`src/rtl/encoder_input_conditioner.sv`:
```
// ============================================================================
// Module      : encoder_input_conditioner
// Description : Synchronises and debounces rotary-encoder A/B/switch pins and
//               produces A-rising and switch-press pulses for the digit FSM.
// Revision    : 1.0 - initial release
// ============================================================================
`default_nettype none

module encoder_input_conditioner #(
  parameter int DEBOUNCE_LIMIT = 100000,
  parameter int SWITCH_LIMIT   = 500000
) (
  input  logic i_Clk,
  input  logic i_Reset_n,
  input  logic i_Encoder_A,
  input  logic i_Encoder_B,
  input  logic i_Encoder_Switch,
  output logic o_Encoder_A_Pulse,
  output logic o_Encoder_B_Debounced,
  output logic o_Encoder_Change_Mode,
  output logic o_Encoder_Switch_Held
);

  localparam int MAX_LIMIT = (DEBOUNCE_LIMIT > SWITCH_LIMIT) ? DEBOUNCE_LIMIT : SWITCH_LIMIT;
  localparam int SETTLE    = MAX_LIMIT + 4;
  // Sized to hold SETTLE itself, so the saturating counter can never wrap.
  localparam int CNT_W     = $clog2(SETTLE + 1);

  localparam logic [CNT_W-1:0] C_AB_LAST   = CNT_W'(DEBOUNCE_LIMIT - 1);
  localparam logic [CNT_W-1:0] C_SW_LAST   = CNT_W'(SWITCH_LIMIT - 1);
  localparam logic [CNT_W-1:0] C_SETTLE    = CNT_W'(SETTLE);
  localparam logic [CNT_W-1:0] C_CNT_ONE   = CNT_W'(1);
  localparam int               C_PIN_A     = 0;
  localparam int               C_PIN_B     = 1;
  localparam int               C_PIN_SW    = 2;

  logic [2:0]       w_raw;
  logic [2:0]       s1_q, s1_d;
  logic [2:0]       s2_q, s2_d;
  logic [2:0]       stable_q, stable_d;
  logic [2:0]       stable_dly_q, stable_dly_d;
  logic [CNT_W-1:0] cnt_q [3];
  logic [CNT_W-1:0] cnt_d [3];
  logic [CNT_W-1:0] settle_q, settle_d;
  logic             w_settled;
  logic             a_pulse_q, a_pulse_d;
  logic             b_deb_q, b_deb_d;
  logic             change_mode_q, change_mode_d;
  logic             sw_held_q, sw_held_d;

  assign w_raw     = {i_Encoder_Switch, i_Encoder_B, i_Encoder_A};
  assign w_settled = (settle_q == C_SETTLE);

  always_comb begin
    s1_d         = w_raw;
    s2_d         = s1_q;
    stable_d     = stable_q;
    stable_dly_d = stable_q;
    for (int i = 0; i < 3; i++) begin
      cnt_d[i] = cnt_q[i];
      if (s2_q[i] == stable_q[i]) begin
        cnt_d[i] = '0;
      end else if (cnt_q[i] == ((i == C_PIN_SW) ? C_SW_LAST : C_AB_LAST)) begin
        stable_d[i] = s2_q[i];
        cnt_d[i]    = '0;
      end else begin
        cnt_d[i] = cnt_q[i] + C_CNT_ONE;
      end
    end

    settle_d = w_settled ? settle_q : (settle_q + C_CNT_ONE);

    // Rotation is ignored while the switch is held; pulses wait for settle.
    a_pulse_d     = stable_q[C_PIN_A] & ~stable_dly_q[C_PIN_A] & ~stable_q[C_PIN_SW] & w_settled;
    b_deb_d       = stable_q[C_PIN_B];
    change_mode_d = stable_q[C_PIN_SW] & ~stable_dly_q[C_PIN_SW] & w_settled;
    sw_held_d     = stable_q[C_PIN_SW];
  end

  always_ff @(posedge i_Clk) begin
    if (!i_Reset_n) begin
      s1_q          <= '0;
      s2_q          <= '0;
      stable_q      <= '0;
      stable_dly_q  <= '0;
      for (int i = 0; i < 3; i++) begin
        cnt_q[i] <= '0;
      end
      settle_q      <= '0;
      a_pulse_q     <= 1'b0;
      b_deb_q       <= 1'b0;
      change_mode_q <= 1'b0;
      sw_held_q     <= 1'b0;
    end else begin
      s1_q          <= s1_d;
      s2_q          <= s2_d;
      stable_q      <= stable_d;
      stable_dly_q  <= stable_dly_d;
      for (int i = 0; i < 3; i++) begin
        cnt_q[i] <= cnt_d[i];
      end
      settle_q      <= settle_d;
      a_pulse_q     <= a_pulse_d;
      b_deb_q       <= b_deb_d;
      change_mode_q <= change_mode_d;
      sw_held_q     <= sw_held_d;
    end
  end

  assign o_Encoder_A_Pulse     = a_pulse_q;
  assign o_Encoder_B_Debounced = b_deb_q;
  assign o_Encoder_Change_Mode = change_mode_q;
  assign o_Encoder_Switch_Held = sw_held_q;

endmodule

`default_nettype wire
```
`config.mk`:
```
export PLATFORM = sky130hd
export DESIGN_NAME = encoder_input_conditioner
export DESIGN_NICKNAME = d
export VERILOG_FILES = /design/src/rtl/encoder_input_conditioner.sv
export SDC_FILE = /design/constraint.sdc
export NUM_CORES = 1
export LEC_CHECK = 0
export ABC_AREA = 0
export BUFFER_PORTS_ARGS = -buffer_cell sky130_fd_sc_hd__buf_4
export CORE_MARGIN = 2
export CORE_UTILIZATION = 62
export DETAILED_ROUTE_END_ITERATION = 12
export PLACE_DENSITY = 0.78
export SETUP_SLACK_MARGIN = 0.1
export SLEW_MARGIN = 20
export SYNTH_ARGS = -nofsm -noshare
export SYNTH_HDL_FRONTEND = slang
export SYNTH_SLANG_ARGS = --single-unit
```
`constraint.sdc`:
```
create_clock -name i_Clk -period 2.05 [get_ports i_Clk]
set_input_delay 0.41 -clock i_Clk [delete_from_list [all_inputs] [get_ports i_Clk]]
set_output_delay 0.41 -clock i_Clk [all_outputs]
set_load 0.05 [all_outputs]
```
# After elaboration in Yosys (flattened, before gate mapping)
# Memories as Yosys holds them, arrays and structs flattened.
# Cells that the tools add are included.
# Widths: inputs -> output; s select.
# word_totals
regBits	35
ram_bits	57
output_inout_bits	4
word_cells	51
n_memories	1
# mem_list
name	words	word_bits	read_ports	rd_clocked_by_memory_dff	write_ports	line_no	source
cnt_q	3	19	3	0	3	42	logic [CNT_W-1:0] cnt_q [3];
# classes
add_sub_neg	4
eq_ne	7
n_mux	11
bitwise_logic	14
reduce_logical	3
# ops
operator	count
$mux 19	9
$add 19x1->19 const B	4
$eq 19x17->1 const B	2
$eq 19x19->1 const B	2
$not 1->1	6
$reduce_and 2->1	3
$and 1x1->1	5
$eq 1x1->1	3
$or 1x1->1	3
$mux 1	2

# Longest topological paths before layout
# logic_depth
depth_word	4
mapped_depth	7
mapped_depth_nobuf	5

# Worst setup path after synthesis
# Ideal clock, no wire load.
# synth_timing
path_kind	register -> register
start	mem cnt_q[0][38] (netlist name)
end	mem cnt_q[0][47] (netlist name)
t_arrival_ns	1.754
path_slack_ns	0.178
stages_incl_launch_ff	8
path_buffers	2
path_cell_list	dfxtp_1 -> ha_1 -> and4_1 -> clkbuf_1 -> nand2_1 -> o21bai_1 -> buf_2 -> nor2_1
# synth_rtl
element	line_no
start, declared	42

# Worst setup path after layout
# layout_timing
start	reg settle_q[9]
end	reg settle_q[3]
# layout_between
elab_chain_cells	1
# layout_lines
element	line_no	source
start, declared	44	logic [CNT_W-1:0] settle_q, settle_d;
start signal, assigned	102	settle_q <= settle_d;
$eq 19x19->1	52	assign w_settled = (settle_q == C_SETTLE);
# Every way passes these cells.
# A chain may end at the register's enable or synchronous reset.

==> impl_metrics.env <==
export IMPL_place_ws_ps=269
export IMPL_yosys_area_share_adder=0.0158
export IMPL_slowest_delay_ps=590
export IMPL_postSynthAreaPerCell_sq_um=8.79
export IMPL_hold_class="primary input to flip-flop"
export IMPL_whs_ps=259
export IMPL_drt_initial_drc_count=94
export IMPL_min_period_ps=1790
export IMPL_port_buffers=8
export IMPL_worst_pin_slew_ps=495
export IMPL_floorplan_initialDensity=0.631
export IMPL_synthMuxAreaShare=0.0177
export IMPL_startpoint_type="flip-flop"
export IMPL_cts_tree="yes"
export IMPL_routed_via_count=3087
export IMPL_clk_pin_slew_ps=80
export IMPL_arrival_ps=2050
export IMPL_cts_buffers=9
export IMPL_worstPathRequired_ps=2300
export IMPL_fin_skew_ps=5.44
export IMPL_synth_top_family_by_area="simple AND/OR/NAND/NOR gates"
export IMPL_clockRootBuffer="clkbuf_8"
export IMPL_path_class="flip-flop to flip-flop"
export IMPL_die_h_microns=84.0
export IMPL_synth_seq_cells=90
export IMPL_grt_usage=0.217
export IMPL_num_antenna_cells=0
export IMPL_dp_hpwl_microns=4920
export IMPL_dr_pass1_iters=4
export IMPL_critPathSlowestCell="or4_4"
export IMPL_final_util=0.691
export IMPL_crit_family="simple AND/OR/NAND/NOR gates"
export IMPL_synthXorXnorAreaFrac=0.128
export IMPL_nNetsFinal=476
export IMPL_crit_buf_inv=0
export IMPL_cellPowerDensity_nw_per_um2=705
export IMPL_design_area_sq_um=4340
export IMPL_final_cell_mix="90 x dfxtp_1, 69 x nor2_1, 35 x xnor2_1, 34 x nand2_1, 31 x nand3_1"
export IMPL_period_share=0.875
export IMPL_cap_violations=0
export IMPL_setup_viol=0
export IMPL_max_slew_margin_rel=0.667
export IMPL_setup_tns_ps=0
export IMPL_fill_cells=514
export IMPL_cts_hold_buffers=0
export IMPL_htree_levels=3
export IMPL_die_w_microns=84.0
export IMPL_vias_per_cell=5.63
export IMPL_irDropWorstVdd_uv=586
export IMPL_first_global_vias=2918
export IMPL_final_common_cell="dfxtp_1"
export IMPL_grt_pass1_wl_microns=12500
export IMPL_crit_chain="or4_1 -> or4_4 -> a21bo_1"
export IMPL_ctsResizeCount=0
export IMPL_p_leak_nw=1.41
export IMPL_drcViolationCount=0
export IMPL_drive_gt1_frac=0.0807
export IMPL_synth_edf_count=0
export IMPL_clkSinkCount=90
export IMPL_yosys_area_share_simple=0.314
export IMPL_cp_end_kind="flip-flop"
export IMPL_ios=9
export IMPL_cts_setup_buffers=0
export IMPL_place_area_sq_um=4130
export IMPL_outcome="completed"
export IMPL_max_freq_mhz=558
export IMPL_report_final_hold_viol_count=0
export IMPL_postSynth_asyncResetShare=0
export IMPL_syn_nets=461
export IMPL_drv_slew=0
export IMPL_syn_to_final_growth_pct=9.41
export IMPL_syn_inst=451
export IMPL_coreArea_sq_um=6280
export IMPL_clk_insertion_delay_late_ps=360
export IMPL_antenna_found_initial=0
export IMPL_synthFlopType="dfxtp_1"
export IMPL_rsz0062_at_grt="false"
export IMPL_num_rows=29
export IMPL_drt_total_wl_microns=7180
export IMPL_synthesis_area_sq_um=3960
export IMPL_setup_ws_ps=257
export IMPL_yosysWarnings=0
export IMPL_place_congestion=0.912
export IMPL_die_area_sq_um=7050
export IMPL_crit_fanout=7
export IMPL_ys_seq_area_frac=0.455
export IMPL_overflow=0
export IMPL_cts_max_path_buffers=2
export IMPL_grt_start_max_net_pins=25
export IMPL_yosysUniqueCellTypes=45
export IMPL_postRouteAntennaNets=0
export IMPL_synth_compound_area_share=0.0388
export IMPL_wl_per_cell_microns=13.1
==> stage by stage <==
| stage | std cells | power [mW] |
|---|---|---|
| after CTS | 548 | 3.10 |
| after floorplan | 451 | 1.84 |
| final | 548 | 3.06 |
| after global placement | 532 | 1.86 |
| after global routing | 548 | 3.18 |
| after detailed placement | 532 | 1.87 |
==> cells in the mapped netlist (2+ instances only) <==
master	number	area share
nor4bb_1	2	0.0051
and2_1	8	0.013
xor2_1	23	0.051
a21oi_1	10	0.013
xnor2_1	35	0.077
and4_1	6	0.013
nor4b_1	3	0.0066
clkbuf_1	8	0.0076
nand2_1	34	0.032
dfxtp_1	90	0.45
or3_1	4	0.0063
o21ai_1	4	0.0051
nand3_1	31	0.039
inv_1	15	0.014
o21bai_1	2	0.0038
o31ai_1	4	0.0076
or2_1	4	0.0063
and3_1	3	0.0047
nor3_1	12	0.015
or4_1	6	0.011
buf_2	3	0.0038
nand4_1	25	0.039
nor2_1	69	0.065
nor4_1	18	0.028
mux2i_1	7	0.018
ha_1	5	0.016
nor4_2	2	0.0063
==> kinds of logic after synthesis <==
family                   after synthesis
buffers and inverters                 29
AND/OR/NAND/NOR                      237
multiplexers                           7
adder cells (fa/ha/maj)                5
flip-flops                            90
AO/OA/AOI/OAI                         25
XOR/XNOR                              58
==> final timing paths <==
kind / start / to / slack, ps / cells after the start
worst max-delay path: settle_q[9] / settle_q[3] / 260 / 3
worst min-delay path: i_Encoder_Switch / s1_q[2] / 260 / 2
worst max register to register: settle_q[9] / settle_q[3] / 260 / 3
worst min register to register: stable_dly_q[0] / o_Encoder_A_Pulse / 410 / 1
==> layout make-up <==
class,instances,area (sq um),share of cell area
clock inverters,3,47.5,0.0110
flip-flops and latches,90,1800,0.415
well taps,77,96.3,0.0222
clock buffers,13,159,0.0366
multi-input cells,332,2040,0.471
inverters,15,56.3,0.0130
repair buffers,18,135,0.0312
==> metal layers <==
layer	track usage	up-vias	wire length, microns
li1	-	1606	-
met1	0.273	1415	3450
met2	0.348	56	3340
met3	0.0732	10	284
met4	0.0777	0	104
met5	0	-	0
==> where the power goes <==
group,switching [mW],internal (mW)
clock network,0.597,0.636
registers,0.0115,1.76
logic,0.0323,0.0219
total,0.640,2.42
==> sequential cells by signal, summed over array words and instances (netlist names) <==
register / cells
stable_dly_d: 3
stable_dly_q: 3
o_Encoder_A_Pulse: 1
s2_q: 3
o_Encoder_Change_Mode: 1
cnt_q: 57
settle_q: 19
s1_q: 3
Power figures use the tool's default switching activity.
